File: config.mk
export PLATFORM = sky130hd
export DESIGN_NAME = id_scoreboard_ctrl
export DESIGN_NICKNAME = d
export VERILOG_FILES = /design/src/rtl/id_scoreboard_ctrl.sv
export SDC_FILE = /design/constraint.sdc
export NUM_CORES = 1
export LEC_CHECK = 0
export ABC_AREA = 1
export CAP_MARGIN = 15
export CORE_ASPECT_RATIO = 1.25
export CORE_MARGIN = 2
export CORE_UTILIZATION = 55
export CTS_CLUSTER_DIAMETER = 80
export CTS_CLUSTER_SIZE = 24
export DETAILED_ROUTE_END_ITERATION = 6
export HOLD_SLACK_MARGIN = 0.15
export PLACE_DENSITY = 0.82
export SYNTH_ARGS = -nofsm -noshare
export SYNTH_HDL_FRONTEND = slang
export SYNTH_SLANG_ARGS = --single-unit
File: constraint.sdc
create_clock -name clock -period 6.65 [get_ports clock]
set_input_delay 1.995 -clock clock [delete_from_list [all_inputs] [get_ports clock]]
set_output_delay 1.995 -clock clock [all_outputs]
set_load 0.005 [all_outputs]
File: src/rtl/id_scoreboard_ctrl.sv
// ---------------------------------------------------------------------------
// id_scoreboard_ctrl
//
// Issue-hazard controller for the decode stage. Counts in-flight GPR and CSR
// writes from issue (ID->EX handshake) to retirement (WB) and produces the
// decode stall. It also drains the pipeline before a fence.i may issue.
//
// Ports:
//   clock, reset             : clock, synchronous active-high reset
//   id_*                     : instruction currently held in ID
//   id_fire                  : ID->EX transfer this cycle
//   flush                    : mispredict, instruction in ID is squashed
//   wb_fire, wb_rd, wb_rd_we,
//   wb_csr_we                : retirement in WB
//   stall                    : ID must not issue (OR of the three hazards)
//   raw_stall                : a source operand or CSR is still pending
//   struct_stall             : per-register counter full or in-flight limit
//   fence_stall              : fence.i waiting for the pipeline to drain
//   busy_mask                : bit r set while register r has pending writes
//   inflight                 : number of issued, not yet retired instructions
//   sb_err                   : sticky, a retirement underflowed a counter
// ---------------------------------------------------------------------------
module id_scoreboard_ctrl #(
  parameter int NREG    = 16,
  parameter int CNT_W   = 2,
  parameter int INF_W   = 3,
  parameter int INF_MAX = 4
) (
  input  logic             clock,
  input  logic             reset,
  input  logic             id_valid,
  input  logic [4:0]       id_rs1,
  input  logic             id_rs1_used,
  input  logic [4:0]       id_rs2,
  input  logic             id_rs2_used,
  input  logic [4:0]       id_rd,
  input  logic             id_rd_we,
  input  logic             id_csr_re,
  input  logic             id_csr_we,
  input  logic             id_fence,
  input  logic             id_fire,
  input  logic             flush,
  input  logic             wb_fire,
  input  logic [4:0]       wb_rd,
  input  logic             wb_rd_we,
  input  logic             wb_csr_we,
  output logic             stall,
  output logic             raw_stall,
  output logic             struct_stall,
  output logic             fence_stall,
  output logic [NREG-1:0]  busy_mask,
  output logic [INF_W-1:0] inflight,
  output logic             sb_err
);

  localparam int IW = $clog2(NREG);
  localparam logic [CNT_W-1:0] CNT_FULL  = '1;
  localparam logic [INF_W-1:0] INF_LIMIT = INF_W'(INF_MAX);

  typedef enum logic {IDLE, DRAIN} fence_state_t;

  fence_state_t     state, state_next;
  logic [CNT_W-1:0] pending [NREG];
  logic [CNT_W-1:0] csr_pend;

  logic             issue, retire;
  logic [IW-1:0]    rs1_idx, rs2_idx, rd_idx, wb_idx;
  logic [NREG-1:0]  pend_inc, pend_dec;
  logic             csr_inc, csr_dec;
  logic             underflow;

  assign issue   = id_fire & ~flush;
  assign retire  = wb_fire;
  assign rs1_idx = id_rs1[IW-1:0];
  assign rs2_idx = id_rs2[IW-1:0];
  assign rd_idx  = id_rd[IW-1:0];
  assign wb_idx  = wb_rd[IW-1:0];
  assign csr_inc = issue & id_csr_we;
  assign csr_dec = retire & wb_csr_we;

  // Per-register increment/decrement strobes. Index 0 (x0) is never
  // tracked, so its strobes stay low and its counter stays at zero.
  always_comb begin
    pend_inc = '0;
    pend_dec = '0;
    for (int r = 1; r < NREG; r++) begin
      pend_inc[r] = issue & id_rd_we & (id_rd != 5'd0) & (rd_idx == IW'(r));
      pend_dec[r] = retire & wb_rd_we & (wb_rd != 5'd0) & (wb_idx == IW'(r));
    end
  end

  always_comb begin
    for (int r = 0; r < NREG; r++) begin
      busy_mask[r] = (pending[r] != '0);
    end
  end

  // A decrement of an empty counter that is not cancelled by a same-cycle
  // increment is an underflow; the counter holds and the error latches.
  assign underflow = (|(pend_dec & ~pend_inc & ~busy_mask))
                   | (csr_dec & ~csr_inc & (csr_pend == '0))
                   | (retire & ~issue & (inflight == '0));

  // Counters: issue and retire on the same counter cancel each other.
  always_ff @(posedge clock) begin
    if (reset) begin
      for (int r = 0; r < NREG; r++) begin
        pending[r] <= '0;
      end
      csr_pend <= '0;
      inflight <= '0;
      sb_err   <= 1'b0;
    end else begin
      for (int r = 0; r < NREG; r++) begin
        if (pend_inc[r] & ~pend_dec[r]) begin
          pending[r] <= pending[r] + 1'b1;
        end else if (pend_dec[r] & ~pend_inc[r] & busy_mask[r]) begin
          pending[r] <= pending[r] - 1'b1;
        end
      end
      if (csr_inc & ~csr_dec) begin
        csr_pend <= csr_pend + 1'b1;
      end else if (csr_dec & ~csr_inc & (csr_pend != '0)) begin
        csr_pend <= csr_pend - 1'b1;
      end
      if (issue & ~retire) begin
        inflight <= inflight + 1'b1;
      end else if (retire & ~issue & (inflight != '0)) begin
        inflight <= inflight - 1'b1;
      end
      sb_err <= sb_err | underflow;
    end
  end

  // Hazards come straight from the registered counters; there is no WB
  // bypass, so a dependent instruction waits until the cycle after wb_fire.
  assign raw_stall = id_valid & (
                       (id_rs1_used & (id_rs1 != 5'd0) & (pending[rs1_idx] != '0))
                     | (id_rs2_used & (id_rs2 != 5'd0) & (pending[rs2_idx] != '0))
                     | (id_csr_re & (csr_pend != '0)));

  assign struct_stall = id_valid & (
                          (id_rd_we & (id_rd != 5'd0) & (pending[rd_idx] == CNT_FULL))
                        | (inflight == INF_LIMIT));

  // Fence state register.
  always_ff @(posedge clock) begin
    if (reset) begin
      state <= IDLE;
    end else begin
      state <= state_next;
    end
  end

  // Fence next-state: the stall is raised combinationally in the cycle the
  // fence is first seen, and held in DRAIN regardless of id_valid.
  always_comb begin
    state_next  = state;
    fence_stall = 1'b0;
    case (state)
      IDLE: begin
        if (id_valid & id_fence & (inflight != '0)) begin
          state_next  = DRAIN;
          fence_stall = 1'b1;
        end
      end
      DRAIN: begin
        fence_stall = 1'b1;
        if ((inflight == '0) | flush) begin
          state_next = IDLE;
        end
      end
      default: state_next = IDLE;
    endcase
  end

  assign stall = raw_stall | struct_stall | fence_stall;

endmodule
## Yosys cells after proc, flatten, opt, wreduce, memory -nomap -nowiden

Memory sizes are Yosys's and may differ from the RTL's.
Index checks and enable logic that the tools add are counted.

- Bitwise gates (word level): 180
- Equal/unequal tests: 32
- Add/subtract/negate cells: 34
- Reductions and logical operators: 29
- $mul: 0
- Multiplexer cells: 145
- Div/mod/pow operators: 0
- Order comparisons: 0
- Shift-type cells: 0

Operator list:

| cell | number |
|---|---|
| $mux 1 | 109 |
| $and 1x1->1 | 101 |
| $eq 4x4->1 const B | 16 |
| $mux 2 | 32 |
| $reduce_bool 2->1 | 21 |
| $or 1x1->1 | 39 |
| $not 1->1 | 36 |
| $add 2x1->2 const B | 16 |
| $and 16x16->16 | 2 |
| $eq 4x3->1 const B | 8 |
| $not 16->16 | 2 |
| $sub 2x1->2 const B | 16 |
| $reduce_bool 5->1 | 4 |
| $eq 4x2->1 const B | 4 |
| $reduce_or 16->1 | 1 |
| $eq 4x1->1 const B | 2 |
| $mux 3 | 2 |
| $pmux 1 s2 | 2 |
| $add 3x1->3 const B | 1 |
| $eq 3x3->1 const B | 1 |
| $logic_not 3->1 | 1 |
| $reduce_bool 3->1 | 1 |
| $sub 3x1->3 const B | 1 |
| $eq 2x2->1 const B | 1 |
| $logic_not 2->1 | 1 |

- Memory bits (writable): 32
- Memories: 1
- Flip-flop bits (word level): 7
- Latch bits: 0
- Bits in read-only memories: 0
- Output and inout port bits: 24

Memory list:

| memory | depth | width | read ports | clocked after memory_dff | wr ports | RTL line | source |
|---|---|---|---|---|---|---|---|
| pending | 16 | 2 | 19 | 0 | 16 | 63 | `logic [CNT_W-1:0] pending [NREG];` |

## Depth between registers and ports, before layout

- Depth in word-level cells: 13
- Depth in mapped cells: 14
- Depth with buffers taken out: 13

## Least setup slack after synthesis

No wires, ideal clock.

- Path type: input port to output port
- From: in id_rd[1]
- To: out stall
- Required time: 4.655 ns
- Arrival: 2.942 ns
- Cell stages on the path: 12
- Slack: 1.713 ns
- Path buffers: 2
- Path through: buf_6 > buf_2 > nand3_1 > nand3_1 > nand2_1 > inv_1 > nor2_1 > nand2_1 > nand3_1 > nand2_1 > a21oi_1 > nand2_1

- Longest elaborated chain between the ends: 7
- Elaborated cells on any way between the ends: 9
- Classes of those cells: eq/ne: 1; bitwise: 6; reduce/logical: 1; memory: 1

Ends and longest elaborated chain:

| what | RTL line | source |
|---|---|---|
| from (decl) | 36 | `input logic [4:0] id_rd,` |
| $mem_v2 16x2 or $reduce_bool 5->1 (tied branches) | -- |  |
| $eq 2x2->1 or $and 1x1->1 (tied branches) | 143 | `(id_rd_we & (id_rd != 5'd0) & (pending[rd_idx] == CNT_FULL))` |
| $and 1x1->1 * | 143 |  |
| $or 1x1->1 * | 144 | `\| (inflight == INF_LIMIT));` |
| $and 1x1->1 * | 142 | `assign struct_stall = id_valid & (` |
| $or 1x1->1 * (2 in a row) | 177 | `assign stall = raw_stall \| struct_stall \| fence_stall;` |
| to (decl) | 47 | `output logic stall,` |

Every way passes the cells marked *; elsewhere a longest branch is shown, timed or not.

## Final worst setup path

- From: in id_rd[0]
- To: out stall

The elaborated chain is that of the path after synthesis.

==> metrics <==
sequential area share after synthesis=0.308; Slew Viols, Final=0; pwr dens=154 nW/um^2; # rows=31; TritonRoute pass-1 iters=6; CP Capture Point=stall; Area Growth Syn to Fin=20.1%; Mapped Area=3380 um^2; Setup TNS Final=0 ps; worst skew pair latency=290 ps; Sink Count=37; clock slew at reported path FFs=70 ps; hold slack=447 ps; Core Region=5860 um^2; part of the power in combinational logic=0.302; H-tree Lvls=2; yosys warns=0; number of instances resized during post-cts repair=0; Leakage=1.89 nW; first-pass GRT wire length=16,100 um; vias per cell=5.45; CTS buffer count=5; total of max-cap violations=0; R2R setup slack=4970 ps; Post-synth EDFFs=30; gr usage total=0.305; Tmin final=6290 ps; Final period util=0.946; CP max stage delay=530 ps; I/O Pins=58; initial antenna violation count=0; cell breakdown of the critical path=clkdlybuf4s50_1, buf_4, nor2_4, nand2_1, nand2_1, nor2_1, nor2_1, nor2_1, nand2_1, nand3_1, nand2_1, a21oi_1, nand2_1, clkdlybuf4s50_1; CTS tree=yes; total vias in the final route=3,707; Distinct cells, synth=40; Setup Buffers After CTS=0; asr flop ratio synth=0; worst reg2reg endpoint=pending[4][1]; Hold Crit Class=reg2reg; Remaining Overflow, GRT=0; final setup vio count=0; RSZ-0062 raised after global routing=no; Crit. End Element=primary output; Routed WL per cell=14.2 um; Slowest cell on crit path=clkdlybuf4s50_1; syn nets=582; clk_skew=6.34 ps; drt initial violations=303; P_int=422 uW; Final Hold Viols=0; Worst Slack Setup Final=359 ps; Worst Reg-to-Reg Cells=4; type of origin of the critical path=primary input; width of the chip=74.1 um; number of routed nets with antenna violations=0; Post-route DRC=0; switching part of the total=0.324; gpl congestion=0.913; Yosys reg bits=37; vias in the first global route=3,554; Fmax=0.159 GHz; CP max FO=17; Synth Flop Type=edfxtp_1; layout cells sized above 1=0.0502; largest net degree at the start of global routing=35; PortBufs=55; hold-fix buffers at CTS=0; Critical Path Source=id_rd[0]; Antenna diodes=0; Clk pwr share=0.246; most used cell, CP=nand2_1; worst setup path class=in2out; Flop pwr share=0.452; status=finished clean; final WL=9630 um; max_slew headroom=0.645; DP HPWL=7400 um; Net Switching=202 uW; Die Area=6780 um^2; crit path DAT=4300 ps; Avg Synthesized Cell Area=6.18 um^2; Max Buffers Root-to-Sink=2; maximum VDD drop=0.133 mV; synthesized instance count=546; Root Driver=clkbuf_8; Slew @ Worst Pin=532 ps; worst flop-to-flop path startpoint=pending[4][0]; Worst EP required=4660 ps; Die Height=91.6 um; pre-CTS worst setup slack=403 ps; nets=633; Initial Util=0.576
[metrics by stage]
| step | instances | total power [mW] | util | instance area [um^2] |
|---|---|---|---|---|
| final | 680 | 0.624 | 0.692 | 4050 |
| after global routing | 680 | 0.661 | 0.692 | 4050 |
| after CTS | 680 | 0.625 | 0.692 | 4050 |
| after detailed placement | 672 | 0.473 | 0.678 | 3970 |
| after global placement | 672 | 0.468 | 0.678 | 3970 |
| after floorplan | 546 | 0.390 | - | 3380 |
[sequential cells by signal, indices dropped and copies added, names as in the netlist]
name and flops:
pending 30, inflight 3, csr_pend 2, sb_err 1, state 1
[power groups by stage]
stage	logic (mW)	clock network (mW)	registers, mW
after floorplan	0.106	0	0.284
after global placement	0.181	0	0.286
after detailed placement	0.186	0	0.287
after CTS	0.187	0.155	0.282
after global routing	0.210	0.166	0.284
final	0.188	0.154	0.282
[worst min-delay path by stage]
| stage | start | end | slack [ps] | cells past startpoint |
|---|---|---|---|---|
| floorplan | state | state | 420 | 1 |
| CTS | state | state | 450 | 1 |
| detailed placement | state | state | 430 | 1 |
| global route | state | state | 480 | 1 |
| global placement | state | state | 430 | 1 |
| finish | state | state | 450 | 1 |
[synthesized netlist by cell type (2+ instances only)]
| library cell | number | share of area |
|---|---|---|
| a21oi_1 | 18 | 0.027 |
| buf_2 | 5 | 0.0074 |
| buf_4 | 2 | 0.0044 |
| buf_6 | 3 | 0.010 |
| clkbuf_1 | 5 | 0.0056 |
| clkinv_1 | 2 | 0.0022 |
| dfxtp_1 | 7 | 0.042 |
| edfxtp_1 | 30 | 0.27 |
| inv_1 | 71 | 0.079 |
| inv_2 | 3 | 0.0033 |
| nand2_1 | 155 | 0.17 |
| nand3_1 | 59 | 0.087 |
| nand3_2 | 3 | 0.0089 |
| nand3b_1 | 2 | 0.0044 |
| nand4_1 | 6 | 0.011 |
| nor2_1 | 97 | 0.11 |
| nor2_2 | 2 | 0.0037 |
| nor2_4 | 3 | 0.010 |
| nor3_1 | 6 | 0.0089 |
| nor3_2 | 2 | 0.0059 |
| o211ai_1 | 14 | 0.031 |
| o21ai_0 | 23 | 0.034 |
| o21ai_1 | 6 | 0.0089 |
| xnor2_1 | 6 | 0.016 |
[layer usage]
layer | vias up | part of all wire | global-route usage
met5 | - | 0 | 0
met4 | 0 | 0.037 | 0.132
met3 | 32 | 0.079 | 0.0466
met2 | 158 | 0.48 | 0.493
met1 | 1652 | 0.41 | 0.396
li1 | 1865 | - | -
[layout by cell type (no fill, tap or decap), types with 7 or more instances in the layout]
cell type,netlist,layout
a21oi_1,18,18
o211ai_1,14,14
clkdlybuf4s50_1,0,55
dfxtp_1,7,7
nand3_1,59,59
nor2_1,97,97
nand2_1,155,155
edfxtp_1,30,30
o21ai_0,23,23
inv_1,71,71
[critical path: cells and delay by family]
kind	cells	cell delay (ps)
AO/OA/AOI/OAI	1	140
buffers and inverters	3	1240
AND/OR/NAND/NOR	10	910
[final cells by class]
type	count	area, um^2
clock buffer	6	72.6
timing repair buffer	60	588
clock inverter	2	10.0
multi-input combinational	417	1950
inverter	76	285
sequential	37	1040
tap	82	103
fill	548	1800
[cells by family (layout without fill, tap and decap cells)]
group	after synthesis	in the layout	share of synthesized area
AO/OA/AOI/OAI	68	68	0.117
XOR/XNOR	6	6	0.0156
adder cells (fa/ha/maj)	2	2	0.00964
buffers and inverters	92	144	0.113
flip-flops	37	37	0.308
other	1	1	0.00111
AND/OR/NAND/NOR	340	340	0.436
(Power assumes the default switching activity.)
